## config.mk

```make
export PLATFORM = sky130hd
export DESIGN_NAME = fft_sequencer
export DESIGN_NICKNAME = d
export VERILOG_FILES = /design/src/rtl/fft_sequencer_pkg.sv /design/src/rtl/fft_sequencer_bf_addr_gen.sv /design/src/rtl/fft_sequencer.sv
export SDC_FILE = /design/constraint.sdc
export NUM_CORES = 1
export LEC_CHECK = 0
export CAP_MARGIN = 15
export CORE_MARGIN = 10
export CORE_UTILIZATION = 40
export DETAILED_ROUTE_END_ITERATION = 7
export PLACE_DENSITY = 0.69
export RECOVER_POWER = 100
export SETUP_SLACK_MARGIN = 0.02
export SLEW_MARGIN = 10
export SYNTH_ARGS = -nofsm -noshare
export SYNTH_HDL_FRONTEND = slang
export SYNTH_HIERARCHICAL = 1
export SYNTH_SLANG_ARGS = --single-unit
```

## constraint.sdc

```tcl
create_clock -name i_fft_base_clock -period 5.93 [get_ports i_fft_base_clock]
set_input_delay 1.186 -clock i_fft_base_clock [delete_from_list [all_inputs] [get_ports i_fft_base_clock]]
set_output_delay 1.186 -clock i_fft_base_clock [all_outputs]
set_load 0.02 [all_outputs]
```

## src/rtl/fft_sequencer_pkg.sv

```systemverilog
// Shared constants, state encoding and bit-reversal helper for the radix-2 DIT FFT sequencer.
// Every sequencer file imports this package so the FFT size is defined in one place.
package fft_sequencer_pkg;

    localparam int N           = 64;
    localparam int K           = 6;
    localparam int STAGE_WIDTH = 3;
    localparam int ADDR_WIDTH  = 7;

    // Terminal counts are compared explicitly, never reached by wrap-around.
    localparam logic [ADDR_WIDTH-1:0]  WORD_LAST  = ADDR_WIDTH'(2 * N - 1);
    localparam logic [K-1:0]           OP_LAST    = K'(N / 2 - 1);
    localparam logic [STAGE_WIDTH-1:0] STAGE_LAST = STAGE_WIDTH'(K - 1);

    typedef enum logic [2:0] {
        S_IDLE,
        S_LOAD,
        S_ISSUE,
        S_WAIT,
        S_UNLOAD
    } fft_state_t;

    function automatic logic [K-1:0] bitrev_k(input logic [K-1:0] v);
        logic [K-1:0] r;
        r = '0;
        for (int i = 0; i < K; i++) begin
            r[i] = v[K-1-i];
        end
        return r;
    endfunction

endpackage

```

## src/rtl/fft_sequencer_bf_addr_gen.sv

```systemverilog
// Combinational butterfly address and twiddle generator for one DIT stage/op pair.
// Pairs are 2^stage apart; twiddle steps are spread so the last stage uses every W_N index.
import fft_sequencer_pkg::*;

module fft_bf_addr_gen (
    input  logic [STAGE_WIDTH-1:0] stage,
    input  logic [K-1:0]           op_count,
    output logic [K-1:0]           o_addr_a,
    output logic [K-1:0]           o_addr_b,
    output logic [K-2:0]           o_tw_idx
);

    logic [K-1:0]           half;
    logic [K-1:0]           pos;
    logic [K-1:0]           grp;
    logic [STAGE_WIDTH-1:0] tw_shift;

    // pos < half <= 2^(K-1), so the top bit of pos never reaches the twiddle index.
    always_comb begin
        half     = K'(1) << stage;
        pos      = op_count & (half - K'(1));
        grp      = op_count >> stage;
        tw_shift = STAGE_LAST - stage;
        o_addr_a = ((grp << stage) << 1) | pos;
        o_addr_b = o_addr_a + half;
        o_tw_idx = pos[K-2:0] << tw_shift;
    end

endmodule

```

## src/rtl/fft_sequencer.sv

```systemverilog
// Top-level FFT controller: bit-reversed LOAD, K stages of N/2 butterflies, natural-order UNLOAD.
// Butterfly addresses are computed from next-state counters and registered on entry to ISSUE.
import fft_sequencer_pkg::*;

module fft_sequencer (
    input  logic                   i_fft_base_clock,
    input  logic                   i_fft_reset_n,
    input  logic                   i_fft_start,
    input  logic                   i_bf_done,
    output logic [ADDR_WIDTH-1:0]  o_mem_addr,
    output logic                   o_mem_we,
    output logic                   o_mem_rd,
    output logic                   o_bus_oe,
    output logic                   o_bf_start,
    output logic [K-1:0]           o_addr_a,
    output logic [K-1:0]           o_addr_b,
    output logic [K-2:0]           o_tw_idx,
    output logic [STAGE_WIDTH-1:0] stage,
    output logic [K-1:0]           opCount,
    output logic                   o_TIP,
    output logic                   o_busy,
    output logic                   o_done
);

    fft_state_t             state;
    fft_state_t             state_nxt;
    logic [ADDR_WIDTH-1:0]  word_cnt;
    logic [ADDR_WIDTH-1:0]  word_nxt;
    logic [STAGE_WIDTH-1:0] stage_nxt;
    logic [K-1:0]           op_nxt;
    logic [K-1:0]           gen_addr_a;
    logic [K-1:0]           gen_addr_b;
    logic [K-2:0]           gen_tw_idx;

    fft_bf_addr_gen u_addr_gen (
        .stage    (stage_nxt),
        .op_count (op_nxt),
        .o_addr_a (gen_addr_a),
        .o_addr_b (gen_addr_b),
        .o_tw_idx (gen_tw_idx)
    );

    always_ff @(posedge i_fft_base_clock or negedge i_fft_reset_n) begin
        if (!i_fft_reset_n) begin
            state    <= S_IDLE;
            word_cnt <= '0;
            stage    <= '0;
            opCount  <= '0;
        end else begin
            state    <= state_nxt;
            word_cnt <= word_nxt;
            stage    <= stage_nxt;
            opCount  <= op_nxt;
        end
    end

    // A done pulse only advances the counters from WAIT; in every other state it is dropped.
    always_comb begin
        state_nxt = state;
        word_nxt  = word_cnt;
        stage_nxt = stage;
        op_nxt    = opCount;
        case (state)
            S_IDLE: begin
                if (i_fft_start) begin
                    state_nxt = S_LOAD;
                    word_nxt  = '0;
                end
            end
            S_LOAD: begin
                if (word_cnt == WORD_LAST) begin
                    state_nxt = S_ISSUE;
                    word_nxt  = '0;
                    stage_nxt = '0;
                    op_nxt    = '0;
                end else begin
                    word_nxt = word_cnt + ADDR_WIDTH'(1);
                end
            end
            S_ISSUE: begin
                state_nxt = S_WAIT;
            end
            S_WAIT: begin
                if (i_bf_done) begin
                    if (opCount != OP_LAST) begin
                        op_nxt    = opCount + K'(1);
                        state_nxt = S_ISSUE;
                    end else if (stage != STAGE_LAST) begin
                        op_nxt    = '0;
                        stage_nxt = stage + STAGE_WIDTH'(1);
                        state_nxt = S_ISSUE;
                    end else begin
                        op_nxt    = '0;
                        stage_nxt = '0;
                        word_nxt  = '0;
                        state_nxt = S_UNLOAD;
                    end
                end
            end
            S_UNLOAD: begin
                if (word_cnt == WORD_LAST) begin
                    state_nxt = S_IDLE;
                    word_nxt  = '0;
                end else begin
                    word_nxt = word_cnt + ADDR_WIDTH'(1);
                end
            end
            default: begin
                state_nxt = S_IDLE;
                word_nxt  = '0;
                stage_nxt = '0;
                op_nxt    = '0;
            end
        endcase
    end

    // LOAD scatters complex pairs to bit-reversed slots, keeping re/im adjacent.
    always_comb begin
        o_mem_we   = (state == S_LOAD);
        o_mem_rd   = (state == S_UNLOAD);
        o_bf_start = (state == S_ISSUE);
        o_TIP      = (state == S_ISSUE) || (state == S_WAIT);
        o_busy     = (state != S_IDLE);
        o_done     = (state == S_UNLOAD) && (word_cnt == WORD_LAST);
        o_mem_addr = '0;
        if (state == S_LOAD) begin
            o_mem_addr = {bitrev_k(word_cnt[ADDR_WIDTH-1:1]), word_cnt[0]};
        end else if (state == S_UNLOAD) begin
            o_mem_addr = word_cnt;
        end
    end

    // Addresses stay frozen through WAIT so the butterfly unit sees them stable.
    always_ff @(posedge i_fft_base_clock or negedge i_fft_reset_n) begin
        if (!i_fft_reset_n) begin
            o_addr_a <= '0;
            o_addr_b <= '0;
            o_tw_idx <= '0;
        end else if (state_nxt == S_ISSUE) begin
            o_addr_a <= gen_addr_a;
            o_addr_b <= gen_addr_b;
            o_tw_idx <= gen_tw_idx;
        end
    end

    // Memory read data appears one cycle after the read, so the bus driver lags by one.
    always_ff @(posedge i_fft_base_clock or negedge i_fft_reset_n) begin
        if (!i_fft_reset_n) begin
            o_bus_oe <= 1'b0;
        end else begin
            o_bus_oe <= o_mem_rd;
        end
    end

endmodule

```

==> flow_metrics.env, run 1 <==
export IMPL_cp_cell_sequence="dlygate4sd3_1 -> and4_1 -> a21o_1 -> a21oi_1 -> a221o_1 -> nor3_1 -> inv_1 -> ha_1 -> nor2b_1 -> a21o_1 -> inv_1 -> fa_1 -> nand2b_1 -> mux2_4 -> nand2b_1 -> o311ai_0 -> o21ai_0 -> o211ai_2"
export IMPL_coreArea_mm2=0.00718
export IMPL_hold_start="o_addr_a[2]"
export IMPL_grt_antenna_before_repair=0
export IMPL_postCtsHoldBufs=0
export IMPL_drt_iter0_drc=186
export IMPL_min_path_type="register to register"
export IMPL_netlist_area_leader_share_pct=31.7
export IMPL_rows=31
export IMPL_setup_violations=0
export IMPL_reg2reg_depth=18
export IMPL_synth_most_common_cell="dfrtp_1"
export IMPL_crit_slowest_cell="dlygate4sd3_1"
export IMPL_post_cts_buffers=0
export IMPL_rsz0062_at_grt="false"
export IMPL_n_antenna_cell=0
export IMPL_synth_seq_cells=37
export IMPL_crit_buf_inv=3
export IMPL_grt_usage_pct=14.1
export IMPL_max_slew_margin_pct=-37.5
export IMPL_first_pass_iters=6
export IMPL_fin_util_pct=47.6
export IMPL_clock_sinks=37
export IMPL_synth_ff_type="dfrtp_1"
export IMPL_dieArea_mm2=0.0111
export IMPL_synth_cell_types=65
export IMPL_tightest_slew_ns=2.06
export IMPL_period_share_pct=88.1
export IMPL_startpoint_type="primary input"
export IMPL_period_needed_ns=5.22
export IMPL_io_buffer_count=43
export IMPL_vdd_drop_max_mv=0.125
export IMPL_synth_area_leader_cell="dfrtp_1"
export IMPL_clock_skew_ns=0.00301
export IMPL_ctsRootBufferMaster="clkbuf_8"
export IMPL_routed_via_count=2712
export IMPL_grt_max_degree=38
export IMPL_synth_commonest_cells="dfrtp_1 (37), o211ai_1 (27), o21ai_0 (26)"
export IMPL_grt_overflow=0
export IMPL_seq_area_frac_synth_pct=31.7
export IMPL_io_pins=44
export IMPL_cellLeakagePower_nw=1.43
export IMPL_pwr_share_clk_pct=26.0
export IMPL_nNetsFinal=379
export IMPL_grt_pass1_wl_um=13400
export IMPL_p_int_uw=471
export IMPL_post_drt_wl_per_cell_um=16.9
export IMPL_chipHeight_um=105
export IMPL_powerDensity_mw_per_mm2=212
export IMPL_sw_frac_of_total_pct=35.0
export IMPL_syn_area_mm2=0.00292
export IMPL_slew_violations=38
export IMPL_r2r_end="o_addr_b[4]"
export IMPL_drc_errors=0
export IMPL_switchingPower_uw=253
export IMPL_ys_top_cells_by_area="dfrtp_1 (32%), o211ai_1 (6.9%), o21ai_0 (4.5%), o211ai_2 (4.3%), nand3_1 (3.9%)"
export IMPL_crit_fanout=9
export IMPL_fin_cells=467
export IMPL_rrSetupSlack_ns=1.10
export IMPL_status="complete, but fails checks"
export IMPL_dp_cells=460
export IMPL_critical_path_max_stage_delay_ns=0.54
export IMPL_first_global_vias=2676
export IMPL_cp_required_ns=6.14
export IMPL_gp_congestion=0.882
export IMPL_crit_family="compound AO/OA/AOI/OAI gates"
export IMPL_hold_viol=0
export IMPL_clk_pin_slew_ns=0.08
export IMPL_worst_slack_ns=0.706
export IMPL_synthToLayoutAreaGrowth_pct=16.9
export IMPL_end_kind="register"
export IMPL_syn_avg_cell_area_um2=8.64
export IMPL_synth_async_reset_ratio_pct=100
export IMPL_die_w_um=105
export IMPL_htreeDepth=2
export IMPL_cp_arrival_ns=5.44
export IMPL_numCtsBuffers=5
export IMPL_cts_buffer_depth=2
export IMPL_min_to="o_addr_a[2]"
export IMPL_maxCapViolCount=1
export IMPL_p_total_uw=725
export IMPL_synth_cells=338
export IMPL_final_antenna_net_count=0
export IMPL_tritoncts="yes"
export IMPL_combinationalPowerShare_pct=29.9
export IMPL_preCtsSetupSlack_ns=0.586
export IMPL_via_per_inst=5.81
export IMPL_drive_gt1_share_pct=7.07
export IMPL_initial_utilization_pct=40.7
export IMPL_timing_setup_tns_ns=0
export IMPL_worstSetupPathType="primary input to register"
export IMPL_dp_hpwl_um=5690
export IMPL_min_path_cells=2
export IMPL_seqPwrFrac_pct=44.1
export IMPL_fmax_mhz=191
export IMPL_post_cts_resized=0
export IMPL_rr_startpoint="word_cnt[1]"
export IMPL_failed_checks="max-capacitance violations, max-slew violations"
export IMPL_synth_edf_count=0
export IMPL_wl_um=7870
export IMPL_yosys_warnings=6
export IMPL_synth_nets=349
export IMPL_clk_insertion_delay_late_ns=0.29
-- sequential cells by signal, summed over array words and instances (netlist names) --
register  count
o_bus_oe      1
opCount       6
stage         3
word_cnt      7
o_tw_idx      5
o_addr_a      6
o_addr_b      6
state         3
-- how the worst max path moves through the flow --
stage	from	end	slack [ns]	cells after the start
2_1_floorplan	i_bf_done	o_addr_b[4]	0.85	18
3_3_place_gp	i_bf_done	o_addr_b[4]	0.71	19
3_5_place_dp	i_bf_done	o_addr_b[4]	0.59	19
4_1_cts	i_bf_done	o_addr_b[4]	0.87	19
5_1_grt	i_bf_done	o_addr_b[4]	0.30	19
6_report	i_bf_done	o_addr_b[4]	0.71	18
-- routing by layer --
layer / track usage (%) / vias up / share of wire, %
li1: - / 1321 / -
met1: 18.4 / 1323 / 47
met2: 22.9 / 59 / 48
met3: 3.53 / 9 / 4.7
met4: 2.84 / 0 / 0.86
met5: 0 / - / 0
-- cell families (layout without fill, tap and decap cells) --
kind of cell	after synthesis	in the layout	synth area share [%]
compound gates	124	124	32.1
simple gates	107	107	20.8
buf+inv	51	81	8.14
flops	37	37	31.7
fa+ha+maj	7	7	3.26
xor+xnor	7	7	2.10
mux	4	4	1.76
other cells	1	1	0.128
-- layout by cell type, fill, tap and decap left out, drive strengths merged, types with 5 or more instances in the layout --
master	netlist	final
dlygate4sd3	0	39
a31oi	5	5
nor2	14	14
nor2b	5	5
nor3	7	7
a22o	6	6
o21ai	31	31
ha	6	6
dfrtp	37	37
nand2b	6	6
xnor2	5	5
and3	5	5
o211ai	37	37
a21oi	10	10
nand3	24	24
inv	24	24
and2	5	5
nand2	21	21
nor3b	5	5
clkbuf	8	10
-- stage by stage --
| stage | instance area (um2) | hold WS (ns) |
|---|---|---|
| floorplan | 2920 | 0.534 |
| global placement | 3390 | 0.541 |
| detailed placement | 3390 | 0.544 |
| CTS | 3480 | 0.569 |
| global route | 3410 | 0.600 |
| finish | 3410 | 0.561 |
-- power by group through the flow --
stage,Clock (mW),Combinational [mW],Sequential (mW)
finish,0.189,0.217,0.319
floorplan,0,0.158,0.310
detailed placement,0,0.230,0.324
CTS,0.194,0.232,0.319
global placement,0,0.225,0.322
global route,0.202,0.242,0.325
-- final cells by class --
type | count | area, um2
fillers | 693 | 3760
well taps | 99 | 124
multi-input cells | 250 | 1720
clock inverters | 1 | 7.51
clock buffers | 6 | 82.6
inverters | 24 | 90.1
repair buffers | 50 | 465
flip-flops and latches | 37 | 926
-- worst min-delay path, cell delays in order, from the launching register on --
cell and delay [ns]:
dfrtp_1 0.37, nand3_1 0.09, o211ai_2 0.08
Power figures use the tool's default switching activity.
==> run 2: changes to the inputs <==
- CORE_UTILIZATION: 40 -> 45
- CTS_CLUSTER_SIZE: not set -> 30
- PLACE_DENSITY: 0.69 -> 0.75
==> run 2 against run 1 <==
The flow still finishes with violations (max-capacitance violations, max-slew violations); count of clock-buffer cells in the layout unchanged; clock skew increased by 0.0034 ns; cell count decreased by 4.5%; final area decreased by 0.37%; first-iteration DRC count decreased by 17%; non-clock buffer count unchanged; sequential power about the same; sequential cell count unchanged; maximum frequency decreased by 2.9%; utilization increased by 6.3 points; register-to-register slack improved by 0.11 ns; setup slack got worse by 0.16 ns; critical path type unchanged; critical endpoint unchanged; highest routed layer unchanged.
==> flow_metrics.env, run 2 (same netlist as run 1, synthesis figures left out) <==
export IMPL_status="complete, but fails checks"
export IMPL_failed_checks="max-capacitance violations, max-slew violations"
export IMPL_tightest_slew_ns=2.03
export IMPL_drt_iter0_drc=155
export IMPL_min_to="o_addr_b[2]"
export IMPL_worst_slack_ns=0.551
export IMPL_cp_arrival_ns=5.59
export IMPL_rows=29
export IMPL_period_needed_ns=5.38
export IMPL_chipHeight_um=101
export IMPL_numCtsBuffers=5
export IMPL_final_antenna_net_count=0
export IMPL_max_slew_margin_pct=-35.2
export IMPL_grt_overflow=0
export IMPL_layout_common_cells="dlygate4sd3_1 (39), dfrtp_1 (37), o211ai_1 (29), o21ai_0 (28), inv_1 (24)"
export IMPL_min_path_type="register to register"
export IMPL_coreArea_mm2=0.00631
export IMPL_post_cts_resized=0
export IMPL_dp_hpwl_um=5660
export IMPL_crit_slowest_cell="dlygate4sd3_1"
export IMPL_fmax_mhz=186
export IMPL_wl_um=7800
export IMPL_io_pins=44
export IMPL_final_common_cell="dlygate4sd3_1"
export IMPL_cts_buffer_depth=2
export IMPL_clk_pin_slew_ns=0.07
export IMPL_synthToLayoutAreaGrowth_pct=16.5
export IMPL_grt_antenna_before_repair=0
export IMPL_tritoncts="yes"
export IMPL_hold_viol=0
export IMPL_crit_fanout=8
export IMPL_preCtsSetupSlack_ns=0.501
export IMPL_nNetsFinal=379
export IMPL_hold_start="o_addr_b[2]"
export IMPL_largest_reg_flops=7
export IMPL_gp_congestion=0.931
export IMPL_clock_skew_ns=0.00643
export IMPL_drive_gt1_share_pct=8.13
export IMPL_worstSetupPathType="primary input to register"
export IMPL_htreeDepth=2
export IMPL_dieArea_mm2=0.0101
export IMPL_slew_violations=38
export IMPL_ctsRootBufferMaster="clkbuf_8"
export IMPL_end_kind="register"
export IMPL_clk_insertion_delay_late_ns=0.29
export IMPL_drc_errors=0
export IMPL_setup_violations=0
export IMPL_fin_util_pct=53.9
export IMPL_rrSetupSlack_ns=1.21
export IMPL_routed_via_count=2739
export IMPL_r2r_end="o_addr_b[4]"
export IMPL_timing_setup_tns_ns=0
export IMPL_initial_utilization_pct=46.2
export IMPL_grt_max_degree=38
export IMPL_place_area_mm2=0.00335
export IMPL_cp_cell_sequence="dlygate4sd3_1 -> and4_1 -> nand2_1 -> o41ai_1 -> clkbuf_1 -> nor3_1 -> inv_1 -> ha_1 -> nor2b_1 -> a21o_1 -> inv_1 -> fa_1 -> nand2b_1 -> mux2_4 -> nand2b_1 -> o311ai_2 -> o21ai_0 -> o211ai_2"
export IMPL_grt_usage_pct=15.2
export IMPL_die_w_um=101
export IMPL_grt_pass1_wl_um=13000
export IMPL_post_cts_buffers=0
export IMPL_first_global_vias=2689
export IMPL_maxCapViolCount=1
export IMPL_io_buffer_count=43
export IMPL_clock_sinks=37
export IMPL_reg2reg_depth=18
export IMPL_rr_startpoint="word_cnt[1]"
export IMPL_powerDensity_mw_per_mm2=214
export IMPL_critical_path_max_stage_delay_ns=0.54
export IMPL_rsz0062_at_grt="false"
export IMPL_vdd_drop_max_mv=0.207
export IMPL_p_total_uw=727
export IMPL_min_path_cells=2
export IMPL_regMostFlops="word_cnt"
export IMPL_final_area_mm2=0.00340
export IMPL_first_pass_iters=4
export IMPL_via_per_inst=6.14
export IMPL_n_antenna_cell=0
export IMPL_cp_required_ns=6.14
export IMPL_postCtsHoldBufs=0
export IMPL_period_share_pct=90.7
export IMPL_startpoint_type="primary input"
export IMPL_cellLeakagePower_nw=1.45
export IMPL_post_drt_wl_per_cell_um=17.5
-- run 2: changes by cell type in the layout (fill, tap and decap cells not counted), sizes merged --
| cell | delta |
|---|---|
| clkinvlp | -1 |
| clkinv | +2 |
-- run 2: per-stage QoR --
step / hold slack, ns / instances
2_1_floorplan: 0.534 / 338
3_3_place_gp: 0.540 / 437
3_5_place_dp: 0.542 / 437
4_1_cts: 0.568 / 445
5_1_grt: 0.586 / 446
6_report: 0.556 / 446
-- run 2: where the power goes --
group	leakage, nW	internal, mW	switching, mW
Clock	0.0512	0.0942	0.0957
Sequential	0.452	0.278	0.0420
Combinational	0.946	0.101	0.115
-- run 2: how the worst max path moves through the flow --
stage | start | end | slack [ns] | depth (start not counted)
after floorplan | i_bf_done | o_addr_b[4] | 0.85 | 18
after global routing | i_bf_done | o_addr_b[4] | 0.28 | 19
final | i_bf_done | o_addr_b[4] | 0.55 | 18
after detailed placement | i_bf_done | o_addr_b[4] | 0.50 | 19
after CTS | i_bf_done | o_addr_b[4] | 0.76 | 19
after global placement | i_bf_done | o_addr_b[4] | 0.64 | 19
-- run 2: worst max-delay path: cells and delay by family --
kind                       cells  cell delay, ns
buffers and inverters          4            1.14
muxes                          1            0.28
adders and majority gates      2            0.67
AOI/OAI and AO/OA              5            1.12
and+or+nand+nor                6            1.20
-- run 2: area by class of cell --
type	count	area (um2)
clock buffer	6	82.6
clock inverter	2	13.8
fill	568	2910
inverter	24	90.1
multi-input combinational	250	1730
sequential	37	926
tap	77	96.3
timing repair buffer	50	465
-- run 2: routing by layer --
layer / track usage, % / part of all wire (%) / vias to the layer above
li1: - / - / 1323
met1: 18.8 / 44 / 1343
met2: 25.5 / 49 / 65
met3: 4.25 / 5.7 / 8
met4: 4.02 / 1.2 / 0
met5: 0 / 0 / -
